## src/rtl/fifo_push_arbiter_pkg.sv

```systemverilog
// Shared types and width helpers for the round-robin FIFO push arbiter.
package fifo_arb_pkg;

   typedef enum logic {
      IDLE  = 1'b0,
      GRANT = 1'b1
   } arb_state_e;

   // Width of an index into NREQ producers (at least one bit).
   function automatic int unsigned owner_w(input int unsigned nreq);
      return (nreq > 1) ? $clog2(nreq) : 1;
   endfunction

   // Width of a counter that must be able to hold the value BURST.
   function automatic int unsigned burst_w(input int unsigned burst);
      return $clog2(burst + 1);
   endfunction

endpackage

```

## src/rtl/fifo_push_arbiter_if.sv

```systemverilog
// Producer-side request/data bundle plus the FIFO write port seen by the arbiter.
interface fifo_push_arbiter_if #(
   parameter int unsigned NREQ  = 4,
   parameter int unsigned WIDTH = 4
);
   import fifo_arb_pkg::*;

   localparam int unsigned OWNER_W = owner_w(NREQ);

   logic [NREQ-1:0]       req;
   logic [NREQ*WIDTH-1:0] data;
   logic [NREQ-1:0]       ack;
   logic                  fifo_push_req;
   logic [WIDTH-1:0]      fifo_data_in;
   logic                  fifo_push_ack;
   logic                  fifo_full;
   logic [OWNER_W-1:0]    owner;
   logic                  owner_vld;

   // Arbiter side
   modport master (
      input  req, data, fifo_push_ack, fifo_full,
      output ack, fifo_push_req, fifo_data_in, owner, owner_vld
   );

   // Producers and FIFO side
   modport slave (
      output req, data, fifo_push_ack, fifo_full,
      input  ack, fifo_push_req, fifo_data_in, owner, owner_vld
   );

endinterface

```

## src/rtl/fifo_push_arbiter_rr_pick.sv

```systemverilog
// Round-robin picker: first asserted req scanning last+1, last+2, ... with wrap.
module rr_pick
   import fifo_arb_pkg::*;
#(
   parameter int unsigned NREQ    = 4,
   parameter int unsigned OWNER_W = owner_w(NREQ)
) (
   input  logic [NREQ-1:0]    req,
   input  logic [OWNER_W-1:0] last,
   output logic [OWNER_W-1:0] idx,
   output logic               any
);

   logic [OWNER_W-1:0] scan;

   // The last position visited is 'last' itself, so a lone requester re-wins.
   always_comb begin
      idx  = '0;
      any  = 1'b0;
      scan = '0;
      for (int unsigned i = 1; i <= NREQ; i++) begin
         scan = OWNER_W'((32'(last) + i) % NREQ);
         if (!any && req[scan]) begin
            any = 1'b1;
            idx = scan;
         end
      end
   end

endmodule

```

## src/rtl/fifo_push_arbiter.sv

```systemverilog
// Shares one FIFO write port among NREQ producers, holding each grant for up to
// BURST accepted pushes before rotating round-robin.
module fifo_push_arbiter
   import fifo_arb_pkg::*;
#(
   parameter int unsigned NREQ  = 4,
   parameter int unsigned WIDTH = 4,
   parameter int unsigned BURST = 4
) (
   input logic                 clk,
   input logic                 resetn,
   fifo_push_arbiter_if.master bus
);

   localparam int unsigned OWNER_W = owner_w(NREQ);
   localparam int unsigned BURST_W = burst_w(BURST);

   arb_state_e         state_q, state_d;
   logic [OWNER_W-1:0] owner_q, owner_d;
   logic [OWNER_W-1:0] last_q, last_d;
   logic [BURST_W-1:0] burst_q, burst_d;

   logic [OWNER_W-1:0] pick_from;
   logic [OWNER_W-1:0] pick_idx;
   logic               pick_any;
   logic               granted;
   logic               owner_req;
   logic               xfer;
   logic               expire;
   logic               tenure_end;
   logic [BURST_W-1:0] burst_inc;
   logic [NREQ-1:0]    ack_vec;

   // One picker serves both IDLE entry (from last) and release (from owner).
   assign pick_from = (state_q == GRANT) ? owner_q : last_q;

   rr_pick #(
      .NREQ    (NREQ),
      .OWNER_W (OWNER_W)
   ) u_pick (
      .req  (bus.req),
      .last (pick_from),
      .idx  (pick_idx),
      .any  (pick_any)
   );

   assign granted    = (state_q == GRANT);
   assign owner_req  = bus.req[owner_q];
   assign xfer       = granted && owner_req && bus.fifo_push_ack;
   assign burst_inc  = burst_q + BURST_W'(1);
   assign expire     = xfer && (burst_inc == BURST_W'(BURST));
   assign tenure_end = granted && (!owner_req || expire);

   // Next-state: stalls on full leave burst_q untouched.
   always_comb begin
      state_d = state_q;
      owner_d = owner_q;
      last_d  = last_q;
      burst_d = burst_q;
      case (state_q)
         IDLE: begin
            if (pick_any) begin
               state_d = GRANT;
               owner_d = pick_idx;
               burst_d = '0;
            end
         end
         GRANT: begin
            if (tenure_end) begin
               last_d  = owner_q;
               burst_d = '0;
               if (pick_any) begin
                  owner_d = pick_idx;
               end else begin
                  state_d = IDLE;
               end
            end else if (xfer) begin
               burst_d = burst_inc;
            end
         end
      endcase
   end

   always_ff @(posedge clk or negedge resetn) begin
      if (!resetn) begin
         state_q <= IDLE;
         owner_q <= '0;
         last_q  <= OWNER_W'(NREQ - 1);
         burst_q <= '0;
      end else begin
         state_q <= state_d;
         owner_q <= owner_d;
         last_q  <= last_d;
         burst_q <= burst_d;
      end
   end

   always_comb begin
      ack_vec = '0;
      if (xfer) begin
         ack_vec[owner_q] = 1'b1;
      end
   end

   // Push side is combinational so FIFO back-pressure reaches the owner unchanged.
   assign bus.ack           = ack_vec;
   assign bus.fifo_push_req = granted && owner_req;
   assign bus.fifo_data_in  = granted ? WIDTH'(bus.data >> (32'(owner_q) * WIDTH)) : '0;
   assign bus.owner         = owner_q;
   assign bus.owner_vld     = granted;

`ifndef SYNTHESIS
   a_ack_onehot0 : assert property (@(posedge clk) disable iff (!resetn)
      $onehot0(bus.ack));
   a_ack_owner   : assert property (@(posedge clk) disable iff (!resetn)
      (bus.ack != '0) |-> (granted && (bus.ack == (NREQ'(1) << owner_q)) && ((bus.ack & bus.req) != '0)));
   a_push_vld    : assert property (@(posedge clk) disable iff (!resetn)
      bus.fifo_push_req |-> bus.owner_vld);
   a_burst_max   : assert property (@(posedge clk) disable iff (!resetn)
      burst_q <= BURST_W'(BURST));
   a_full_no_ack : assert property (@(posedge clk) disable iff (!resetn)
      bus.fifo_full |-> !bus.fifo_push_ack);
`endif

endmodule

```

## src/flat_wrapper.sv

```systemverilog
// flat-port wrapper written by rule: the top's interface ports become plain ports
module fifo_push_arbiter_flat import fifo_arb_pkg::*;
#(
   parameter int unsigned NREQ  = 4,
   parameter int unsigned WIDTH = 4,
   parameter int unsigned BURST = 4
)
  (clk, resetn, bus_req, bus_data, bus_fifo_push_ack, bus_fifo_full, bus_ack, bus_fifo_push_req, bus_fifo_data_in, bus_owner, bus_owner_vld);
  fifo_push_arbiter_if #(.NREQ(NREQ), .WIDTH(WIDTH)) bus_i ();
  input logic clk;
  input logic resetn;
  input wire logic [$bits(bus_i.req)-1:0] bus_req;
  input wire logic [$bits(bus_i.data)-1:0] bus_data;
  input wire logic [$bits(bus_i.fifo_push_ack)-1:0] bus_fifo_push_ack;
  input wire logic [$bits(bus_i.fifo_full)-1:0] bus_fifo_full;
  output wire logic [$bits(bus_i.ack)-1:0] bus_ack;
  output wire logic [$bits(bus_i.fifo_push_req)-1:0] bus_fifo_push_req;
  output wire logic [$bits(bus_i.fifo_data_in)-1:0] bus_fifo_data_in;
  output wire logic [$bits(bus_i.owner)-1:0] bus_owner;
  output wire logic [$bits(bus_i.owner_vld)-1:0] bus_owner_vld;
  assign bus_i.req = bus_req;
  assign bus_i.data = bus_data;
  assign bus_i.fifo_push_ack = bus_fifo_push_ack;
  assign bus_i.fifo_full = bus_fifo_full;
  assign bus_ack = bus_i.ack;
  assign bus_fifo_push_req = bus_i.fifo_push_req;
  assign bus_fifo_data_in = bus_i.fifo_data_in;
  assign bus_owner = bus_i.owner;
  assign bus_owner_vld = bus_i.owner_vld;
  fifo_push_arbiter #(.NREQ(NREQ), .WIDTH(WIDTH), .BURST(BURST)) u_core (.clk(clk), .resetn(resetn), .bus(bus_i));
endmodule
```

## config.mk

```make
export PLATFORM = sky130hd
export DESIGN_NAME = fifo_push_arbiter_flat
export DESIGN_NICKNAME = d
export VERILOG_FILES = /design/src/rtl/fifo_push_arbiter_pkg.sv /design/src/rtl/fifo_push_arbiter_if.sv /design/src/rtl/fifo_push_arbiter_rr_pick.sv /design/src/rtl/fifo_push_arbiter.sv /design/src/flat_wrapper.sv
export SDC_FILE = /design/constraint.sdc
export NUM_CORES = 1
export LEC_CHECK = 0
export CAP_MARGIN = 20
export CORE_MARGIN = 1.5
export CORE_UTILIZATION = 41
export DETAILED_ROUTE_END_ITERATION = 8
export GPL_ROUTABILITY_DRIVEN = 0
export PLACE_DENSITY = 0.84
export REMOVE_ABC_BUFFERS = 1
export SYNTH_ARGS = -nofsm -noshare
export SYNTH_HDL_FRONTEND = slang
export SYNTH_SLANG_ARGS = --single-unit
```

## constraint.sdc

```tcl
create_clock -name clk -period 6.9 [get_ports clk]
set_input_delay 2.07 -clock clk [delete_from_list [all_inputs] [get_ports clk]]
set_output_delay 2.07 -clock clk [all_outputs]
set_load 0.01 [all_outputs]
```

# After elaboration in Yosys (flattened, before gate mapping)
# Index checks and enable logic that the tools add are counted.
# classes
div	0
n_reduce_logical	15
add_sub_neg	5
magnitude_cmp	6
mul	0
bitwise	1
shift	1
n_eq_ne	4
muxes	33
# op_table
cell	n
16-bit by 4-bit right shift with 4-bit output	1
2-bit by 3-bit < comparator with 1-bit output, second input constant	5
2-bit 2-to-1 mux	7
1-bit 2-to-1 mux	12
1-bit binary-select mux with 2-bit select	5
3-bit 2-to-1 mux	3
1-bit logical AND	8
4-bit 2-to-1 mux	2
3-bit case mux with 2 select lines	1
2-bit by 1-bit adder with 2-bit output, second input constant	2
2-bit adder, second input constant	2
1-bit logical NOT	4
2-bit case mux with 2 select lines	1
2-bit AND reduction	2
3-bit by 1-bit adder with 3-bit output, second input constant	1
3-bit == test, second input constant	1
3-bit inequality test, second input constant	1
1-bit demux with 2-bit select	1
2-bit by 1-bit >= comparator with 1-bit output, second input constant	1
2-bit by 1-bit inequality test with 1-bit output, second input constant	1
2-bit inequality test, second input constant	1
1-bit case mux with 2 select lines	1
1-bit logical OR	1
1-bit inverter	1
# totals
elab_cells	69
memories	0
in_bits	24
mem_bits_rw	0
register_bits	8
romBits	0
output_inout_bits	12
latchBits	0

# Depth between registers and ports, before layout
# Gate-level depths: netlist of the first run.
# logic_depth
word_depth	17
depth_mapped	5
depth_no_buf	5

# By module
# A second synthesis of the first run with hierarchy kept.
# hier_totals
hier_cells	67
area_unflattened_um2	715.7
# modules_own_cells
module	area_each_um2	cells_per_inst	n_inst
fifo_push_arbiter	624.3	53	1
rr_pick	91.3	14	1

# Worst setup path before layout of the first run
# Ideal clock, no wire load.
# synth_timing
path_type	input -> output
startpoint	in bus_req[3]
endpoint	out bus_ack[1]
t_arrival_ps	3013
slack_ps	1817
t_required_ps	4830
cell_stages	5
cell_sequence	mux4_2 -> and2_1 -> buf_6 -> nand3_1 -> nor2_1
# synth_via
elab_chain_cells	5
# synth_rtl
element	line_no	rtl
start: declaration	flat_wrapper.sv:12	input wire logic [$bits(bus_i.req)-1:0] bus_req;
1-bit binary-select mux with 2-bit select	fifo_push_arbiter.sv:48	assign owner_req = bus.req[owner_q];
1-bit 2-to-1 mux (implied by the code)	fifo_push_arbiter.sv:48	
1-bit logical AND	--	
via bus_fifo_push_req	flat_wrapper.sv:17	output wire logic [$bits(bus_i.fifo_push_req)-1:0] bus_fifo_push_req;
1-bit logical AND	fifo_push_arbiter.sv:49	assign xfer = granted && owner_req && bus.fifo_push_ack;
4-bit 2-to-1 mux	fifo_push_arbiter.sv:100	if (xfer) begin
end: declaration	flat_wrapper.sv:16	output wire logic [$bits(bus_i.ack)-1:0] bus_ack;
# The timed path passes the listed nets, and every way through them passes these cells. The select of a mux whose other input is x is not followed.

# Worst setup path after layout of the first run
# layout_timing
startpoint	in bus_req[3]
endpoint	out bus_ack[0]
# layout_via
elab_chain_cells	5
# layout_rtl
element	line_no
1-bit binary-select mux with 2-bit select	fifo_push_arbiter.sv:48
1-bit 2-to-1 mux (implied by the code)	fifo_push_arbiter.sv:48
1-bit logical AND (2 in series)	fifo_push_arbiter.sv:49
4-bit 2-to-1 mux	fifo_push_arbiter.sv:100
# No other way between the ends. The select of a mux whose other input is x is not followed.

==> results of run 1 <==
==> power breakdown <==
| part | switching (mW) | leakage [nW] | internal [mW] | total, mW |
|---|---|---|---|---|
| sequential | 0.0304 | 0.0939 | 0.0695 | 0.0998 |
| clock | 0.0134 | 0.0138 | 0.0197 | 0.0331 |
| combinational | 0.0790 | 0.311 | 0.128 | 0.207 |
| total | 0.123 | 0.418 | 0.217 | 0.340 |
==> cell usage in the layout (no fill, tap or decap), drive strengths merged <==
master and n:
and2 5, clkbuf 3, o31ai 1, mux2i 3, dfrtp 6, o2bb2ai 1
a21boi 2, nand2 7, a2bb2oi 1, nor3 2, inv 4, clkdlybuf4s50 34
nor2b 2, dfstp 2, ha 2, or2 1, nand3 2, nand4 1
or4 1, nor2 3, a311oi 1, o21ai 2, mux2 4, a221oi 1
o221ai 1, mux4 5
==> flip-flops by register name, indices dropped and copies added, names as in the netlist <==
name and flops:
u_core.last_q 2, u_core.burst_q 3, u_core.bus.owner 2, u_core.bus.owner_vld 1
==> final timing paths <==
check / cells after the start / end / slack, ps
max in group asynchronous: 1 / u_core.last_q[0] / 4500
max: 6 / bus_ack[0] / 790
max reg2reg: 4 / u_core.bus.owner[0] / 4800
min reg2reg: 2 / u_core.burst_q[2] / 470
min in group asynchronous: 1 / u_core.burst_q[1] / 2100
min: 2 / u_core.burst_q[2] / 470
==> per-layer routing <==
metal  vias up  share of wire  global-route usage
met2        32           0.49              0.3343
met3         0           0.11             0.05532
li1        303              -                   -
met1       301           0.40              0.2304
met4         0              0             0.05455
met5         -              0                   0
==> area by class of cell <==
type                            count  share of cell area
Timing Repair Buffer               34              0.3329
Clock buffer                        3             0.02203
Sequential cell                     8              0.1983
Inverter                            4             0.01469
Tap cell                           16             0.01958
Multi-Input combinational cell     48              0.4125
==> kinds of logic after synthesis <==
group,count (synthesis)
flip-flops,8
AO/OA/AOI/OAI,10
AND/OR/NAND/NOR,24
multiplexers,12
buffers and inverters,8
adder cells (fa/ha/maj),2
==> tightest hold or removal path: stages (launching register included) <==
cell and delay (ps):
dfrtp_1 340, nand2_1 50, o31ai_1 50
==> key figures, run 1 <==
Finish
  – Non-filler cells, final: 113
  – Final instance area: 1022 um^2
  – Filler cell count: 123
  – Register area: 202.7 um^2
  – Area grow syn2layout: 53.57%
  – Share of post-route cells with drive strength above 1: 0.1443
  – Antenna cells: 0
  – Area of the multi-input gates: 421.7 um^2
  – Utilization after layout: 0.6786
  – Final #Nets: 125

Timing
  – Fmax: between 150 and 200 MHz
  – Slew Viols, Final: 0
  – Slew @ Worst Pin: 432.6 ps
  – Hold slack: 474.4 ps
  – Worst setup margin: 785.9 ps
  – Post-Route Setup TNS: 0 ps
  – Final hold violation count: 0
  – Worst Skew: between 5 and 6 ps
  – Max transition margin: 0.7034
  – Setup violators final: 0
  – Final period utilization: 0.8861
  – RSZ-0062 raised after global routing: false
  – Final min period: 6114 ps

Critical path
  – Max FO, Critical Path: 6
  – Slowest cell delay on critical path: 560 ps
  – Critical Path Source Type: input port
  – Arr. time, crit path: 4040 ps
  – CP Cell Sequence: clkdlybuf4s50_1 -> mux4_2 -> and2_1 -> nand2_1 -> nor3_1 -> clkdlybuf4s50_1
  – Data required, critical path: 4830 ps
  – Buf+Inv Stages, Crit Path: 2
  – R2R Path Start: u_core.bus.owner[1]
  – Crit. Startpoint: bus_req[3]
  – CP delay by family, top: buffers and inverters
  – Critical path's slowest cell: clkdlybuf4s50_1
  – Setup Crit Path Kind: in2out
  – CP dominant cell by count: clkdlybuf4s50_1
  – CP Capture Type: output port

Hold path
  – Worst hold start: u_core.burst_q[2]
  – Worst Hold Class: reg2reg

Power and ir drop
  – Leak pwr: 0.4183 nW
  – Power per standard cell area: 332.6 nW/um^2
  – Total power: 340.0 uW
  – Worst VDD drop: 0.2046 mV

Synth
  – Dominant cell by count in the synthesized netlist: nand2_1
  – Cell taking the most area after synthesis: dfrtp_1
  – Post-Synth Adder-Cell Area: 0.03759
  – Distinct cells, synth: 28
  – Top cell type's share of synthesized area: 0.2256
  – Largest family of logic cells by synthesized area: multiplexers
  – Commonest cells in the netlist: nand2_1, dfrtp_1, and2_1, mux4_2, inv_1
  – Synthesized cell area: between 600 and 700 um^2
  – Async SR Flop Fraction: 1.000
  – Post-synthesis mux area share: 0.2820
  – Dominant cells by area after synthesis: dfrtp_1, mux4_2, dfstp_2, and2_1, mux2i_1
  – Mapped Cells: between 60 and 70
  – Area share of xor/xnor cells in the synthesized design: 0
  – Post-synthesis compound-gate area fraction: 0.1316
  – Register area share after synthesis: 0.3045
  – EDFF count, synth: 0
  – Mean Syn Cell Area: 10.40 um^2
  – Simple-gate portion of the synthesized area: 0.1823
  – Synth Warn #: 0
  – Most used DFF post-synth: dfrtp_1
  – Number of synthesized register bits: 8

Floorplanning
  – Die ar.: ~1900 um^2
  – Core Area: 1506 um^2
  – Width of the die: approximately 43 um
  – I/O pins: 36
  – Die Ht: 43.29 um
  – Site Rows: 14
  – Starting Density: 0.4419

Route
  – Vias: ~640
  – Final wirelength: 1.630 mm
  – WL per Instance: 14.42 um
  – DRC Markers: 0
  – Vias per cell: about 5.6
  – Final ANT Viol Nets: 0
  – First-pass DRT Iterations: 4
  – Starting DRC count in detailed routing: 2

Place
  – Pre-CTS setup slack: around 780 ps
  – # port buffers: 34
  – # placed instances: 110
  – DP Area: 999.7 um^2
  – Sum of net half-perimeters after detailed placement: 1.303 mm

CTS
  – Clock sink total: 8
  – Post-CTS Setup Bufs: 0
  – Max clock buf depth: 2
  – Num CTS Buffers: 3
  – CTS Root Cell: clkbuf_4
  – Clk slew on worst S/H paths: 50 ps
  – Hold Buf Count CTS: 0
  – Clk_lat worst skew: about 240 ps
  – CTS tree: done
  – H-tree depth: 1
  – Post-CTS sizing: 0

Global routing
  – Tot GR Track Use: 0.1931
  – Vias in the first global route: 606
  – Antenna violations before repair: 0
  – First-pass GRT wire length: 2.697 mm
  – Pin count of the biggest net entering global routing: 13
  – GRT Residual Overflow: 0

Run
  – Max Cap Viol: 0

Status
  – Status: finished clean
Power figures use the tool's default switching activity.
==> run 2, diff against run 1 <==
Settings changed: CORE_MARGIN 1.5 to 10.
==> run 2 against run 1 <==
  * Count of clock-buffer cells in the layout is 1 higher
  * Core utilization fell by 0.53 points
  * Routed wire length grew 17%
  * Highest routed layer is now met4
  * Die area grew 94%
  * Largest power group unchanged
  * Flip-flop and latch count stayed put
  * First-iteration DRC count grew to 4.0 times the previous value
  * Sequential share of layout area is 0.072 points lower
  * Critical endpoint is now bus_ack[1]
  * Setup slack improved by 3.1 ps
  * Clock power rose by 7.6%
  * Largest cell class unchanged
  * Global-route usage decreased by 9.2 points
==> key figures, run 2 (same netlist as run 1, synthesis figures left out) <==
Status
  – Status: finished clean

Power and ir drop
  – Switching power: 125.1 uW (+1.9%)
  – Clk network pwr share: 0.103 (+0.006)
  – Comb pwr share: 0.605 (-0.004)
  – Net Sw Frac: 0.3627 (+0.001697)
  – Power per standard cell area: 336.1 nW/um^2 (+1.1%)
  – Reg power frac: 0.292 (-0.002)
  – Worst VDD drop: 0.2405 mV (+18%)
  – Leak pwr: 0.4195 nW (+0.28%)
  – Internal power: 219.7 uW (+1.2%)

Route
  – WL per Instance: 16.79 um (+16%)
  – Starting DRC count in detailed routing: 8 (+6)
  – DRC Markers: 0 (unchanged)
  – First-pass DRT Iterations: 4 (unchanged)
  – Final ANT Viol Nets: 0 (unchanged)
  – Vias per cell: 5.474 (-2.7%)
  – Vias: 624 (-1.9%)
  – Final wirelength: 1.914 mm (+17%)

Floorplanning
  – Site Rows: 14 (unchanged)
  – Die ar.: 3635 um^2 (+94%)
  – Die Ht: 60.29 um (+39%)
  – Core Area: 1524 um^2 (+1.2%)
  – Starting Density: 0.4368 (-0.005079)
  – Width of the die: 60.29 um (+39%)
  – I/O pins: 36 (unchanged)

Critical path
  – Arr. time, crit path: 4040 ps (about the same)
  – Data required, critical path: 4830 ps (about the same)
  – Critical Path Source Type: input port
  – CP Capture Type: output port
  – Max FO, Critical Path: 6 (unchanged)
  – Setup Crit Path Kind: in2out

CTS
  – Max clock buf depth: 2 (unchanged)
  – CTS tree: done
  – Post-CTS sizing: 0 (unchanged)
  – Clock sink total: 8 (unchanged)
  – H-tree depth: 1 (unchanged)
  – Clk_lat worst skew: 240 ps (about the same)
  – Post-CTS Setup Bufs: 0 (unchanged)
  – Num CTS Buffers: 3 (unchanged)
  – CTS Root Cell: clkbuf_4
  – Clk slew on worst S/H paths: 50 ps (about the same)
  – Hold Buf Count CTS: 0 (unchanged)

Global routing
  – Tot GR Track Use: 0.1016 (-0.09151)
  – Vias in the first global route: 648 (+6.9%)
  – GRT Residual Overflow: 0 (unchanged)
  – First-pass GRT wire length: 2.849 mm (+5.6%)
  – Antenna violations before repair: 0 (unchanged)
  – Pin count of the biggest net entering global routing: 13 (unchanged)

Finish
  – Area grow syn2layout: 54.13%
  – Max FFs per register: 3 (unchanged)
  – Final #Nets: 125 (unchanged)
  – Filler cell count: 124 (+0.81%)
  – Leading cell type in the layout, fill and taps excluded: clkdlybuf4s50_1
  – Reg with most FFs: u_core.burst_q
  – Commonest non-fill, non-tap cells in the layout: clkdlybuf4s50_1, nand2_1, dfrtp_1
  – Final instance area: 1026 um^2 (+0.37%)
  – Share of post-route cells with drive strength above 1: 0.1429 (-0.001473)
  – Antenna cells: 0 (unchanged)

Place
  – DP Area: 999.7 um^2 (unchanged)
  – # port buffers: 34 (unchanged)
  – Sum of net half-perimeters after detailed placement: 1.651 mm (+27%)

Run
  – Max Cap Viol: 0 (unchanged)

Timing
  – Setup violators final: 0 (unchanged)
  – RSZ-0062 raised after global routing: false
  – Final period utilization: 0.8857 (about the same)
  – Final hold violation count: 0 (unchanged)
  – Final min period: 6111 ps (-3.063 ps)
  – Post-Route Setup TNS: 0 ps (unchanged)
  – Max transition margin: 0.6826 (-0.02081)
  – Slew Viols, Final: 0 (unchanged)
  – Fmax: 163.6 MHz (about the same)
  – Slew @ Worst Pin: 476.2 ps (+43.58 ps)
  – Worst Skew: 4.242 ps (-1.055 ps)

Hold path
  – Worst Hold Class: reg2reg
[run 2: critical path, stage by stage]
cell and delay (ps):
clkdlybuf4s50_1 490, mux4_2 540, and2_1 270, nand3_1 130
nor2_1 50, clkdlybuf4s50_1 490
[run 2: area by class of cell]
| type | count | area [um^2] | area share |
|---|---|---|---|
| multi-input cells | 48 | 421.7 | 0.4110 |
| repair buffers | 34 | 340.3 | 0.3317 |
| flip-flops and latches | 8 | 202.7 | 0.1976 |
| clock buffers | 4 | 26.28 | 0.02561 |
| well taps | 16 | 20.02 | 0.01951 |
| inverters | 4 | 15.01 | 0.01463 |
[run 2: worst paths after layout]
kind / start / to / slack [ps] / depth (start not counted)
hold reg to reg: u_core.burst_q[1] / u_core.burst_q[1] / 500 / 2
hold / removal: u_core.burst_q[1] / u_core.burst_q[1] / 500 / 2
setup reg to reg: u_core.bus.owner[1] / u_core.bus.owner[0] / 4810 / 4
setup / recovery: bus_req[3] / bus_ack[1] / 790 / 6
max in group asynchronous: resetn / u_core.last_q[1] / 4510 / 1
min in group asynchronous: resetn / u_core.bus.owner_vld / 2090 / 1
[run 2: through the flow]
| stage | cells | worst slack [ps] | total power, mW | util | hold WS (ps) |
|---|---|---|---|---|---|
| 2_1_floorplan | 60 | 1810 | 0.2200 | - | 448.5 |
| 3_3_place_gp | 110 | 807.3 | 0.3050 | 0.6560 | 471.7 |
| 3_5_place_dp | 110 | 777.3 | 0.3134 | 0.6560 | 489.7 |
| 4_1_cts | 114 | 776.7 | 0.3503 | 0.6732 | 501.4 |
| 5_1_grt | 114 | 631.6 | 0.3734 | 0.6732 | 522.2 |
| 6_report | 114 | 788.9 | 0.3448 | 0.6732 | 496.6 |
[run 2: power groups by stage]
stage	Clock, mW	Sequential (mW)	Combinational (mW)
after global routing	0.0412	0.106	0.226
after detailed placement	0	0.102	0.211
after floorplan	0	0.0968	0.123
final	0.0356	0.101	0.209
after CTS	0.0375	0.101	0.212
after global placement	0	0.100	0.205
[run 2: routing by layer]
metal | wire length [um] | share of wire | vias up | track usage
met3 | 203 | 0.11 | 2 | 0.02754
li1 | - | - | 304 | -
met4 | 10 | 0.0052 | 0 | 0.04808
met5 | 0 | 0 | - | 0
met2 | 862 | 0.45 | 32 | 0.1750
met1 | 838 | 0.44 | 286 | 0.1115
==> run 3, diff against run 2 <==
Settings changed: ABC_AREA set to 1, CORE_ASPECT_RATIO set to 1.75, CORE_UTILIZATION 41 to 46, CTS_BUF_LIST set to sky130_fd_sc_hd__clkbuf_8 sky130_fd_sc_hd__clkbuf_16, PLACE_DENSITY 0.84 to 0.81, SKIP_LAST_GASP set to 1.
==> run 3 against run 2 <==
  * Critical path depth grew 4
  * Synthesized cell count grew to 2.6 times the previous value
  * Fmax grew 1.3%
  * Sequential share of layout area shrank 5.5 points
  * Non-clock buffer count is the same
  * Global-route usage grew 2.9 points
  * Via count grew 89%
  * Routed wire length grew 61%
  * Clock power grew 63%
  * Worst hold slack gained 12 ps
  * Critical path type unchanged
  * Critical endpoint is now bus_ack[0]
  * Largest power group unchanged
==> key figures, run 3 <==
Timing
  – Slew Viols, Final: 0 (unchanged)
  – Final period utilization: 0.8746 (-0.01109)
  – Post-Route Setup TNS: 0 ps (unchanged)
  – Setup violators final: 0 (unchanged)
  – Final hold violation count: 0 (unchanged)
  – Fmax: 165.7 MHz (+1.3%)
  – Worst Skew: 4.650 ps (+0.4077 ps)
  – Final min period: 6035 ps (-76.54 ps)
  – Max transition margin: 0.7325 (+0.04996)
  – Slew @ Worst Pin: 401.2 ps (-74.95 ps)
  – RSZ-0062 raised after global routing: false
  – Hold slack: 508.8 ps (+12.27 ps)

Finish
  – Utilization after layout: 0.6638 (-0.009482)
  – Commonest non-fill, non-tap cells in the layout: nand2_1, clkdlybuf4s50_1, inv_1
  – Reg with most FFs: u_core.burst_q
  – Leading cell type in the layout, fill and taps excluded: nand2_1
  – Filler cell count: 208 (+68%)
  – Final #Nets: 228 (+82%)
  – Share of post-route cells with drive strength above 1: 0.1741 (+0.03127)
  – Area grow syn2layout: 35.92%
  – Max FFs per register: 3 (unchanged)
  – Antenna cells: 0 (unchanged)

Synth
  – Most used DFF post-synth: dfrtp_1
  – Register area share after synthesis: 0.1933 (-0.1112)
  – Number of synthesized register bits: 8 (unchanged)
  – Top cell type's share of synthesized area: 0.1826 (-0.04299)
  – Cell taking the most area after synthesis: nand2_1
  – Dominant cells by area after synthesis: nand2_1, dfrtp_1, nand3_1, nand2_4, nand2_2
  – Synthesized cell area: 1049 um^2 (+58%)
  – Distinct cells, synth: 24 (-14%)
  – Synth Warn #: 0 (unchanged)
  – Dominant cell by count in the synthesized netlist: nand2_1
  – Mean Syn Cell Area: 6.316 um^2 (-39%)
  – Mapped Cells: 166 (+160%)
  – Async SR Flop Fraction: 1.000 (unchanged)
  – EDFF count, synth: 0 (unchanged)
  – Commonest cells in the netlist: nand2_1, inv_1, nand3_1

Floorplanning
  – Site Rows: 22 (+8)
  – Die ar.: 4664 um^2 (+28%)
  – Core Area: 2147 um^2 (+41%)
  – Starting Density: 0.4883 (+0.05156)
  – Die Ht: 83.16 um (+38%)
  – I/O pins: 36 (unchanged)
  – Width of the die: 56.09 um (-7.0%)

Critical path
  – Arr. time, crit path: 3960 ps (-80 ps)
  – CP Capture Type: output port
  – R2R Path Start: u_core.bus.owner_vld
  – CP Cell Sequence: clkdlybuf4s50_1 -> inv_1 -> nor2_1 -> a21oi_1 -> nand2_1 -> nand2_1 -> nor2_1 -> inv_1 -> nor3_1 -> clkdlybuf4s50_1
  – Reg2reg setup slack: 5050 ps (+240 ps)
  – Critical path's slowest cell: clkdlybuf4s50_1
  – Buf+Inv Stages, Crit Path: 4 (+2)
  – Setup Crit Path Kind: in2out
  – Max FO, Critical Path: 4 (-2)
  – Data required, critical path: 4830 ps (about the same)
  – CP delay by family, top: buffers and inverters
  – Slowest cell delay on critical path: 570 ps (+30 ps)
  – Critical Path Source Type: input port
  – Critical R2R Capture: u_core.burst_q[0]
  – R2r worst-path depth: 11 (+7)

Power and ir drop
  – Worst VDD drop: 0.2568 mV (+6.8%)
  – Power per standard cell area: 518.6 nW/um^2 (+54%)
  – Leak pwr: 0.7325 nW (+75%)

Run
  – Max Cap Viol: 0 (unchanged)

Global routing
  – Vias in the first global route: 1191 (+84%)
  – Pin count of the biggest net entering global routing: 12 (-1)
  – First-pass GRT wire length: 5.209 mm (+83%)
  – GRT Residual Overflow: 0 (unchanged)
  – Tot GR Track Use: 0.1306 (+0.02896)
  – Antenna violations before repair: 0 (unchanged)

Route
  – Vias: 1177 (+89%)
  – Final ANT Viol Nets: 0 (unchanged)
  – Final wirelength: 3.082 mm (+61%)
  – Vias per cell: 5.231 (-4.4%)
  – DRC Markers: 0 (unchanged)
  – First-pass DRT Iterations: 4 (unchanged)
  – Starting DRC count in detailed routing: 29 (+21)
  – WL per Instance: 13.70 um (-18%)

CTS
  – Clock sink total: 8 (unchanged)
  – Num CTS Buffers: 3 (unchanged)
  – Clk_lat worst skew: 230 ps (about the same)
  – CTS Root Cell: clkbuf_8
  – Post-CTS sizing: 0 (unchanged)
  – H-tree depth: 1 (unchanged)
  – CTS tree: done
  – Post-CTS Setup Bufs: 0 (unchanged)
  – Max clock buf depth: 2 (unchanged)
  – Hold Buf Count CTS: 0 (unchanged)
  – Clk slew on worst S/H paths: 40 ps (about the same)

Hold path
  – Worst Hold Class: reg2reg
  – Worst hold start: u_core.burst_q[2]
  – Min-Delay Endpoint: u_core.burst_q[2]
  – Hold Path Stages: 2 (unchanged)

Place
  – Sum of net half-perimeters after detailed placement: 2.614 mm (+58%)
  – # port buffers: 34 (unchanged)

Status
  – Status: finished clean
==> run 3: cell type report <==
type,count,area [um^2],share of cell area
clock buffers,3,41.29,0.02897
clock inverters,1,3.754,0.002634
inverters,23,91.34,0.06409
multi-input cells,132,715.7,0.5022
flip-flops and latches,8,202.7,0.1422
well taps,24,30.03,0.02107
repair buffers,34,340.3,0.2388
==> run 3: worst max-delay path by stage <==
| stage | end | slack, ps | start | cells after the start |
|---|---|---|---|---|
| global placement | bus_ack[0] | 870 | bus_req[3] | 10 |
| CTS | bus_ack[0] | 860 | bus_req[3] | 10 |
| global route | bus_ack[2] | 710 | bus_req[1] | 10 |
| finish | bus_ack[0] | 870 | bus_req[1] | 10 |
| detailed placement | bus_ack[0] | 870 | bus_req[3] | 10 |
| floorplan | bus_ack[0] | 1980 | bus_req[3] | 8 |
==> run 3: report_power, final <==
part / leakage [nW] / internal [mW] / switching (mW)
registers: 0.0939 / 0.0731 / 0.0319
logic: 0.612 / 0.223 / 0.353
clock network: 0.0269 / 0.0386 / 0.0195
==> run 3: logic make-up after synthesis <==
family,Yosys count,synth area share
flops,8,0.1933
simple gates,110,0.5382
buf+inv,26,0.1241
compound gates,20,0.1205
fa+ha+maj,2,0.02386
==> run 3: tightest hold or removal path: cells and delay by family, from the launching register on <==
| family | cells | cell delay (ps) |
|---|---|---|
| flops | 1 | 330 |
| simple gates | 2 | 140 |
==> run 3: routing by layer <==
layer | wire [um] | vias to the layer above | track usage
li1 | - | 609 | -
met1 | 1171 | 525 | 0.1234
met2 | 1709 | 32 | 0.2492
met3 | 89 | 11 | 0.02134
met4 | 112 | 0 | 0.07221
met5 | 0 | - | 0
==> run 3: through the flow <==
step                      power (mW)  worst slack (ps)  cells  cell area [um^2]
after floorplan               0.5120              1980    163              1010
after global placement        0.6615             874.8    221              1380
after detailed placement      0.6812             865.7    221              1380
after CTS                     0.7440             858.1    225              1425
after global routing          0.8255             710.7    225              1425
final                         0.7390             865.5    225              1425
